$ cat config.mk
export PLATFORM = sky130hd
export DESIGN_NAME = ps2_scan_rx
export DESIGN_NICKNAME = d
export VERILOG_FILES = /design/src/rtl/ps2_pkg.sv /design/src/rtl/ps2_fifo.sv /design/src/rtl/ps2_scan_rx.sv
export SDC_FILE = /design/constraint.sdc
export NUM_CORES = 1
export LEC_CHECK = 0
export CAP_MARGIN = 25
export CORE_MARGIN = 2
export CORE_UTILIZATION = 30
export CTS_CLUSTER_DIAMETER = 50
export DETAILED_ROUTE_END_ITERATION = 12
export PLACE_DENSITY_LB_ADDON = 0.05
export REMOVE_ABC_BUFFERS = 1
export SKIP_LAST_GASP = 1
export SYNTH_ARGS = -nofsm -noshare
export SYNTH_HDL_FRONTEND = slang
export SYNTH_SLANG_ARGS = --single-unit
$ cat constraint.sdc
create_clock -name clk -period 5.34 [get_ports clk]
set_input_delay 1.068 -clock clk [delete_from_list [all_inputs] [get_ports clk]]
set_output_delay 1.068 -clock clk [all_outputs]
set_load 0.05 [all_outputs]
$ cat src/rtl/ps2_pkg.sv
// Shared types and constants for the PS/2 scan-code receiver.
package ps2_pkg;

   // Framer states: start bit is sampled in IDLE, then data, parity, stop.
   typedef enum logic [1:0] {
      IDLE   = 2'd0,
      DATA   = 2'd1,
      PARITY = 2'd2,
      STOP   = 2'd3
   } ps2_state_t;

   // Prefix bytes folded into flags on the following scan code.
   localparam logic [7:0] PS2_EXT = 8'hE0;
   localparam logic [7:0] PS2_BRK = 8'hF0;

   // Queue entry layout for the default 8-bit scan code.
   typedef struct packed {
      logic       ext;
      logic       brk;
      logic [7:0] code;
   } ps2_entry_t;

endpackage

$ cat src/rtl/ps2_fifo.sv
// Show-ahead FIFO: the head entry is always presented on rdata_o.
// A pop and a push in the same cycle while full are both accepted.
module ps2_fifo #(
   parameter int WIDTH = 10,
   parameter int DEPTH = 4
) (
   input  logic             clk_i,
   input  logic             rst_ni,
   input  logic             push_i,
   input  logic [WIDTH-1:0] wdata_i,
   input  logic             pop_i,
   output logic [WIDTH-1:0] rdata_o,
   output logic             full_o,
   output logic             empty_o
);

   localparam int AW = (DEPTH > 1) ? $clog2(DEPTH) : 1;

   logic [DEPTH-1:0][WIDTH-1:0] mem_q;
   logic [AW:0]                 wptr_q, rptr_q;
   logic                        pop_eff, push_eff;

   // Extra pointer MSB distinguishes full from empty when indices match.
   assign empty_o  = (wptr_q == rptr_q);
   assign full_o   = (wptr_q[AW] != rptr_q[AW]) && (wptr_q[AW-1:0] == rptr_q[AW-1:0]);
   assign pop_eff  = pop_i & ~empty_o;
   assign push_eff = push_i & (~full_o | pop_eff);
   assign rdata_o  = mem_q[rptr_q[AW-1:0]];

   // Storage and pointers; storage is cleared so the head reads 0 after reset.
   always_ff @(posedge clk_i or negedge rst_ni) begin
      if (!rst_ni) begin
         mem_q  <= '0;
         wptr_q <= '0;
         rptr_q <= '0;
      end else begin
         if (push_eff) mem_q[wptr_q[AW-1:0]] <= wdata_i;
         wptr_q <= wptr_q + {{AW{1'b0}}, push_eff};
         rptr_q <= rptr_q + {{AW{1'b0}}, pop_eff};
      end
   end

endmodule

$ cat src/rtl/ps2_scan_rx.sv
// PS/2 device-to-host receiver: synchronises the bus, frames packets,
// folds E0/F0 prefixes into flags and queues finished scan codes.
module ps2_scan_rx
   import ps2_pkg::*;
#(
   parameter int DATA_W      = 8,
   parameter int FIFO_DEPTH  = 4,
   parameter int SYNC_STAGES = 2,
   parameter int TIMEOUT_CYC = 5000
) (
   input  logic              clk,
   input  logic              res,
   input  logic              ps2_clk,
   input  logic              ps2_data,
   input  logic              rd_en,
   output logic              valid,
   output logic [DATA_W-1:0] code,
   output logic              ext,
   output logic              brk,
   output logic              frame_err,
   output logic              overflow
);

   localparam int CW = (DATA_W > 1) ? $clog2(DATA_W) : 1;
   localparam int TW = $clog2(TIMEOUT_CYC + 1);
   localparam int EW = DATA_W + 2;

   logic [SYNC_STAGES-1:0] clk_sync_q, dat_sync_q;
   logic                   clk_prev_q, strb_q, samp_q;

   ps2_state_t        state_q, state_d;
   logic [CW-1:0]     cnt_q, cnt_d;
   logic [DATA_W-1:0] shift_q, shift_d;
   logic [TW-1:0]     to_q, to_d;
   logic              perr_q, perr_d;
   logic              ext_q, ext_d, brk_q, brk_d;
   logic              ferr_q, ferr_d, ovf_q, ovf_d;
   logic              push;
   logic              full, empty;
   logic [EW-1:0]     head;

   // Synchronisers idle high; the strobe and its data sample are registered together.
   always_ff @(posedge clk or negedge res) begin
      if (!res) begin
         clk_sync_q <= '1;
         dat_sync_q <= '1;
         clk_prev_q <= 1'b1;
         strb_q     <= 1'b0;
         samp_q     <= 1'b1;
      end else begin
         clk_sync_q <= {clk_sync_q[SYNC_STAGES-2:0], ps2_clk};
         dat_sync_q <= {dat_sync_q[SYNC_STAGES-2:0], ps2_data};
         clk_prev_q <= clk_sync_q[SYNC_STAGES-1];
         strb_q     <= clk_prev_q & ~clk_sync_q[SYNC_STAGES-1];
         samp_q     <= dat_sync_q[SYNC_STAGES-1];
      end
   end

   // Framer next-state: bit sequencing, error tracking, prefix folding, timeout.
   always_comb begin
      state_d = state_q;
      cnt_d   = cnt_q;
      shift_d = shift_q;
      perr_d  = perr_q;
      ext_d   = ext_q;
      brk_d   = brk_q;
      ferr_d  = 1'b0;
      push    = 1'b0;

      if (state_q == IDLE || strb_q) to_d = '0;
      else                           to_d = to_q + TW'(1);

      if (strb_q) begin
         case (state_q)
            IDLE: begin
               if (!samp_q) begin
                  state_d = DATA;
                  cnt_d   = '0;
                  perr_d  = 1'b0;
               end else begin
                  ferr_d = 1'b1;
               end
            end
            DATA: begin
               shift_d = {samp_q, shift_q[DATA_W-1:1]};
               if (cnt_q == CW'(DATA_W - 1)) state_d = PARITY;
               else                          cnt_d   = cnt_q + CW'(1);
            end
            PARITY: begin
               perr_d  = ~(^shift_q ^ samp_q);
               state_d = STOP;
            end
            STOP: begin
               state_d = IDLE;
               if (perr_q || !samp_q) begin
                  ferr_d = 1'b1;
                  ext_d  = 1'b0;
                  brk_d  = 1'b0;
               end else if (shift_q == DATA_W'(PS2_EXT)) begin
                  ext_d = 1'b1;
               end else if (shift_q == DATA_W'(PS2_BRK)) begin
                  brk_d = 1'b1;
               end else begin
                  push  = 1'b1;
                  ext_d = 1'b0;
                  brk_d = 1'b0;
               end
            end
            default: state_d = IDLE;
         endcase
      end else if (state_q != IDLE && to_q == TW'(TIMEOUT_CYC - 1)) begin
         ferr_d  = 1'b1;
         ext_d   = 1'b0;
         brk_d   = 1'b0;
         state_d = IDLE;
         to_d    = '0;
      end
   end

   // A drop only happens when full and no simultaneous pop frees a slot.
   assign ovf_d = push & full & ~(rd_en & ~empty);

   // Framer state registers and one-cycle status pulses.
   always_ff @(posedge clk or negedge res) begin
      if (!res) begin
         state_q <= IDLE;
         cnt_q   <= '0;
         shift_q <= '0;
         to_q    <= '0;
         perr_q  <= 1'b0;
         ext_q   <= 1'b0;
         brk_q   <= 1'b0;
         ferr_q  <= 1'b0;
         ovf_q   <= 1'b0;
      end else begin
         state_q <= state_d;
         cnt_q   <= cnt_d;
         shift_q <= shift_d;
         to_q    <= to_d;
         perr_q  <= perr_d;
         ext_q   <= ext_d;
         brk_q   <= brk_d;
         ferr_q  <= ferr_d;
         ovf_q   <= ovf_d;
      end
   end

   ps2_fifo #(
      .WIDTH (EW),
      .DEPTH (FIFO_DEPTH)
   ) u_fifo (
      .clk_i   (clk),
      .rst_ni  (res),
      .push_i  (push),
      .wdata_i ({ext_q, brk_q, shift_q}),
      .pop_i   (rd_en),
      .rdata_o (head),
      .full_o  (full),
      .empty_o (empty)
   );

   assign valid           = ~empty;
   assign {ext, brk, code} = head;
   assign frame_err       = ferr_q;
   assign overflow        = ovf_q;

endmodule

==> results of run 1 <==
## cells in the mapped netlist, types with 4 or more instances
library cell | number | area, um2
xor2_1 | 5 | 43.79
a22oi_1 | 4 | 30.03
buf_2 | 4 | 20.02
nor4_1 | 5 | 31.28
inv_1 | 12 | 45.04
ha_1 | 17 | 212.7
nor2_1 | 17 | 63.81
o21ai_0 | 12 | 60.06
mux2_2 | 44 | 495.5
dfstp_2 | 6 | 157.7
mux4_2 | 10 | 225.2
nand4_1 | 4 | 25.02
nand3_1 | 4 | 20.02
xnor2_1 | 13 | 113.9
nand2_1 | 18 | 67.56
dfrtp_1 | 78 | 1952
## metal layers
| layer | routed length, um | GRT usage [%] | up-vias |
|---|---|---|---|
| li1 | - | - | 1076 |
| met4 | 177 | 6.353 | 0 |
| met2 | 3175 | 17.39 | 22 |
| met3 | 174 | 3.296 | 12 |
| met5 | 0 | 0 | - |
| met1 | 3871 | 17.35 | 1103 |
## critical path, delay by kind of cell, from the launching register on
kind | cells | cell delay [ns]
flip-flops | 1 | 0.87
buffers and inverters | 1 | 0.72
multiplexers | 1 | 0.60
## power by group
group,leakage (nW),switching [mW],total (mW),internal [mW]
sequential,1.13,0.152,0.883,0.731
combinational,0.715,0.257,0.486,0.229
clock,0.149,0.239,0.638,0.398
## path summary, 6_finish.rpt
check / from / end / slack (ns) / depth (start not counted)
worst max register to register: shift_q[4] / u_fifo.mem_q[7] / 2.52 / 6
worst max-delay path: u_fifo.rptr_q[0] / code[6] / 1.73 / 2
worst min register to register: dat_sync_q[0] / dat_sync_q[1] / 0.36 / 0
worst min-delay path: dat_sync_q[0] / dat_sync_q[1] / 0.36 / 0
min in group asynchronous: res / cnt_q[2] / 0.78 / 1
max in group asynchronous: res / u_fifo.mem_q[17] / 3.67 / 2
## final cells by class
cell class | instances | area (um2) | area share [%]
inverters | 12 | 45.04 | 0.9915
clock inverters | 1 | 30.03 | 0.6610
multi-input cells | 184 | 1679 | 36.96
clock buffers | 14 | 274.0 | 6.031
repair buffers | 20 | 190.2 | 4.186
flip-flops and latches | 84 | 2110 | 46.43
well taps | 172 | 215.2 | 4.737
## per-stage QoR
stage | instance area [um2] | power (mW) | hold slack, ns | std cells | setup WS (ns)
floorplan | 3816 | 1.229 | 0.3452 | 280 | 2.417
finish | 4543 | 2.007 | 0.3552 | 487 | 1.735
global placement | 4232 | 1.399 | 0.3463 | 471 | 1.980
CTS | 4543 | 2.054 | 0.3563 | 487 | 1.663
detailed placement | 4239 | 1.398 | 0.3468 | 472 | 2.040
global route | 4543 | 2.146 | 0.3601 | 487 | 1.579
## registers in the layout (all words and copies together), names as in the netlist
register       count
dat_sync_q         2
u_fifo.mem_q      40
strb_q             1
u_fifo.wptr_q      3
frame_err          1
to_q              13
shift_q            8
samp_q             1
cnt_q              3
overflow           1
ext_q              1
clk_sync_q         2
brk_q              1
perr_q             1
clk_prev_q         1
state_q            2
u_fifo.rptr_q      3
## cell families after synthesis
group | Yosys count | synth area share, %
DFF | 84 | 54.88
buffers and inverters | 18 | 1.888
adders and majority gates | 17 | 5.534
AOI/OAI and AO/OA | 27 | 4.493
xor gates and xnor gates | 19 | 4.525
and+or+nand+nor | 66 | 9.668
muxes | 55 | 19.01
==> summary.txt, run 1 <==
Floorplan
  – Die area: 13730 um2
  – Initial core utilization: 30.58%
  – # rows: 41
  – Core box area: 12570 um2
  – Die extent in x: 117.2 um
  – Boundary pin count: 18
  – Y dimension of the die: 117.2 um

Hold path
  – Type of the worst min-delay path: reg -> reg

Worst setup path
  – Setup crit end kind: output port
  – Max FO, Critical Path: 12
  – Crit Path Category: reg -> out
  – Chain of cells forming the critical path: mux4_2 -> clkdlybuf4s50_1
  – Worst Setup Start Kind: register
  – CP max stage cell: dfrtp_1
  – Required time of the critical path: 4.27 ns
  – Critical path arrival: 2.54 ns
  – Critical Path Max Stage Delay: 0.87 ns

Detailed routing
  – Avg WL per Cell: 15.19 um
  – Via Count: 2213
  – Post-route ant nets: 0
  – Drt pass-1 iters: 4
  – 1st-iter DRT viols: 66
  – Number of remaining DRC errors: 0
  – Vias per cell: 4.544
  – Post-Route WL: 7.398 mm

GRT
  – Via count of the first global-routing pass: 2268
  – All-Layer GR Usage: 12.33%
  – Remaining global-route overflow: 0
  – Antenna violations before repair: 0
  – First-pass GRT wire length: 12.46 mm
  – Maximum number of pins on one net before global-route repair: 54

Layout
  – Share of cells above drive strength 1: 27.94%
  – Highest-count cells in the layout ignoring fill and taps: dfrtp_1, mux2_2, nand2_1
  – Relative area change from synthesis to final layout: 18.20%
  – Final Core Density: 36.15%
  – Count of fill cells added during filler insertion: 1213
  – Total Nets Final: 333
  – Most frequent standard cell in the layout excluding fill and tap cells: dfrtp_1
  – Total inserted antenna cells: 0

Timing
  – Slew @ Worst Pin: 0.9500 ns
  – Count of final setup violators: 0
  – Clock tree skew after final layout: 0.005632 ns
  – Max transition margin: 36.19%
  – Fin. max-slew vios: 0
  – RSZ-0062 raised after global routing: no
  – Portion of the clock cycle consumed by the worst path in the final layout: 67.52%
  – Tmin final: 3.606 ns
  – Number of failing hold endpoints at the final stage: 0
  – Total negative slack for setup checks: 0 ns
  – Maximum operating frequency: 0.2774 GHz

Power and ir drop
  – Largest voltage drop on the vdd net: 178.4 uV
  – Power density cells: 441.8 nW/um2
  – Leakage power summed over all cells: 1.991 nW

Synthesis
  – Ys flop type: dfrtp_1
  – Avg Synthesized Cell Area: 13.44 um2
  – Count of flip-flops with a built-in enable after synthesis: 0
  – Register area share after synthesis: 54.88%
  – YS warnings: 0
  – Proportion of synthesized flip-flops having asynchronous set or reset: 100.0%
  – Synthesis-stage register bit count: 84
  – Number of standard cells after synthesis: 286
  – Post-synth cell types: 38
  – Cell area after synthesis: 3844 um2

Clock network
  – Maximum clock path buffer count: 2
  – Number of buffers inserted to repair setup after CTS: 0
  – Number of H-tree levels: 3
  – Clock tree root buffer cell: clkbuf_16
  – Post-cts sizing count: 0
  – Clock latency at the later pin of the worst-skew pair: 0.34 ns
  – TritonCTS clock tree: built
  – Total of hold buffers inserted after clock tree synthesis: 0
  – Clock slew seen by the registers of the worst setup and hold paths: 0.06 ns
  – Clock tree sinks: 84
  – Num CTS Buffers: 9

Job
  – Number of maximum-capacitance constraint violations: 0

Placed design
  – Port buffer count: 17
  – Detailed-placement wirelength estimate: 4.975 mm
  – Global placement routability congestion: 0.7303

Status
  – Outcome: finished clean
(Power assumes the default switching activity.)
==> inputs of run 2 (changes only) <==
==> constraint.sdc (replaced) <==
create_clock -name clk -period 3.5 [get_ports clk]
set_input_delay 0.7 -clock clk [delete_from_list [all_inputs] [get_ports clk]]
set_output_delay 0.7 -clock clk [all_outputs]
set_load 0.05 [all_outputs]
==> summary.txt, run 2 (synthesis gave the netlist of run 1 again) <==
GRT
  – Remaining global-route overflow: 0
  – First-pass GRT wire length: 12.52 mm
  – Via count of the first global-routing pass: 2359
  – Maximum number of pins on one net before global-route repair: 84
  – All-Layer GR Usage: 12.31%
  – Antenna violations before repair: 0

Worst setup path
  – Max FO, Critical Path: 9
  – Worst Setup Start Kind: register
  – Required time of the critical path: 2.80 ns
  – Worst setup slack for register-to-register paths: 0.94 ns
  – Crit Path Category: reg -> out
  – Setup crit end kind: output port
  – Critical path arrival: 2.33 ns

Timing
  – RSZ-0062 raised after global routing: no
  – Fin. max-slew vios: 0
  – Tmin final: 3.031 ns
  – Total negative slack for setup checks: 0 ns
  – Max transition margin: 53.36%
  – Portion of the clock cycle consumed by the worst path in the final layout: 86.60%
  – Count of final setup violators: 0
  – Worst hold-check slack: 0.1472 ns
  – Maximum operating frequency: 0.3299 GHz
  – Number of failing hold endpoints at the final stage: 0
  – Clock tree skew after final layout: 0.008941 ns
  – Slew @ Worst Pin: 0.6932 ns

Floorplan
  – # rows: 41
  – Die area: 13730 um2
  – Y dimension of the die: 117.2 um
  – Die extent in x: 117.2 um
  – Boundary pin count: 18
  – Initial core utilization: 30.58%
  – Core box area: 12570 um2

Layout
  – Register with the most flip-flops: u_fifo.mem_q
  – Area occupied by multi-input gates: 1674 um2
  – Relative area change from synthesis to final layout: 19.17%
  – Total inserted antenna cells: 0
  – Most frequent standard cell in the layout excluding fill and tap cells: dfrtp_1
  – Total Nets Final: 337
  – Top Registers: u_fifo.mem_q: 40 flops, to_q: 13 flops, shift_q: 8 flops
  – Count of fill cells added during filler insertion: 1224
  – Highest-count cells in the layout ignoring fill and taps: dfrtp_1, mux2_2, nand2_1
  – Max reg flops: 40
  – Register area: 2110 um2
  – Share of cells above drive strength 1: 29.06%

Clock network
  – Clock slew seen by the registers of the worst setup and hold paths: 0.06 ns
  – Num CTS Buffers: 9
  – Number of H-tree levels: 3
  – Total of hold buffers inserted after clock tree synthesis: 0
  – Clock tree sinks: 84
  – Maximum clock path buffer count: 2
  – Clock latency at the later pin of the worst-skew pair: 0.34 ns
  – TritonCTS clock tree: built
  – Post-cts sizing count: 0
  – Clock tree root buffer cell: clkbuf_16
  – Number of buffers inserted to repair setup after CTS: 0

Power and ir drop
  – Leakage power summed over all cells: 2.014 nW
  – Combinational fraction of design power: 26.0%
  – Switching portion of total power: 32.83%
  – Largest voltage drop on the vdd net: 232.5 uV
  – Internal: 2.077 mW
  – Clk network pwr share: 31.5%
  – Sequential group share of total power: 42.5%
  – Power density cells: 675.1 nW/um2
  – Reported net switching power: 1.015 mW

Detailed routing
  – Post-Route WL: 7.581 mm
  – Via Count: 2258
  – 1st-iter DRT viols: 56
  – Number of remaining DRC errors: 0
  – Vias per cell: 4.589
  – Avg WL per Cell: 15.41 um
  – Post-route ant nets: 0
  – Drt pass-1 iters: 4

Job
  – Number of maximum-capacitance constraint violations: 0

Status
  – Outcome: finished clean

Placed design
  – Port buffer count: 17
  – Global placement routability congestion: 0.7585
  – Detailed-placement wirelength estimate: 4.981 mm

Hold path
  – Type of the worst min-delay path: in -> async
-- run 2: layout make-up --
cell class,count,share of cell area [%]
Clock inverter,4,1.038
Sequential cell,84,46.05
Timing Repair Buffer,24,5.081
Multi-Input combinational cell,184,36.55
Clock buffer,12,5.600
Inverter,12,0.9833
Tap cell,172,4.698
-- run 2: path summary, 6_finish.rpt --
check / startpoint / endpoint / cells past startpoint
worst max-delay path: u_fifo.rptr_q[0] / code[6] / 3
worst max register to register: shift_q[4] / u_fifo.mem_q[36] / 6
worst min-delay path: res / u_fifo.rptr_q[2] / 1
min in group clk: dat_sync_q[1] / samp_q / 0
max in group asynchronous: res / clk_sync_q[0] / 2
worst min register to register: dat_sync_q[1] / samp_q / 0
-- run 2: power by group through the flow --
stage,Sequential (mW),Combinational [mW],Clock [mW]
after floorplan,1.29,0.580,0
after CTS,1.32,0.829,1.01
after global routing,1.34,0.899,1.06
after detailed placement,1.34,0.822,0
final,1.31,0.803,0.975
after global placement,1.33,0.827,0
-- run 2: per-stage QoR --
step | cell area (um2) | setup slack (ns) | total power [mW] | util (%) | cells
3_5_place_dp | 4277 | 0.8192 | 2.160 | 34.03 | 476
2_1_floorplan | 3816 | 0.5769 | 1.875 | - | 280
5_1_grt | 4581 | 0.3570 | 3.299 | 36.45 | 492
3_3_place_gp | 4277 | 0.8339 | 2.160 | 34.03 | 476
6_report | 4581 | 0.4690 | 3.093 | 36.45 | 492
4_1_cts | 4581 | 0.4345 | 3.155 | 36.45 | 492
-- run 2: worst max-delay path, stage by stage, from the launching register on --
cell and delay [ns]:
dfrtp_1 0.45, buf_4 0.28, mux4_2 0.54, clkdlybuf4s50_1 0.72
-- run 2: per-layer routing --
layer	vias up	global-route usage [%]	part of all wire, %
met2	26	16.78	43
met4	0	6.353	2.0
met1	1137	18.21	52
li1	1085	-	-
met5	-	0	0
met3	10	2.678	2.6
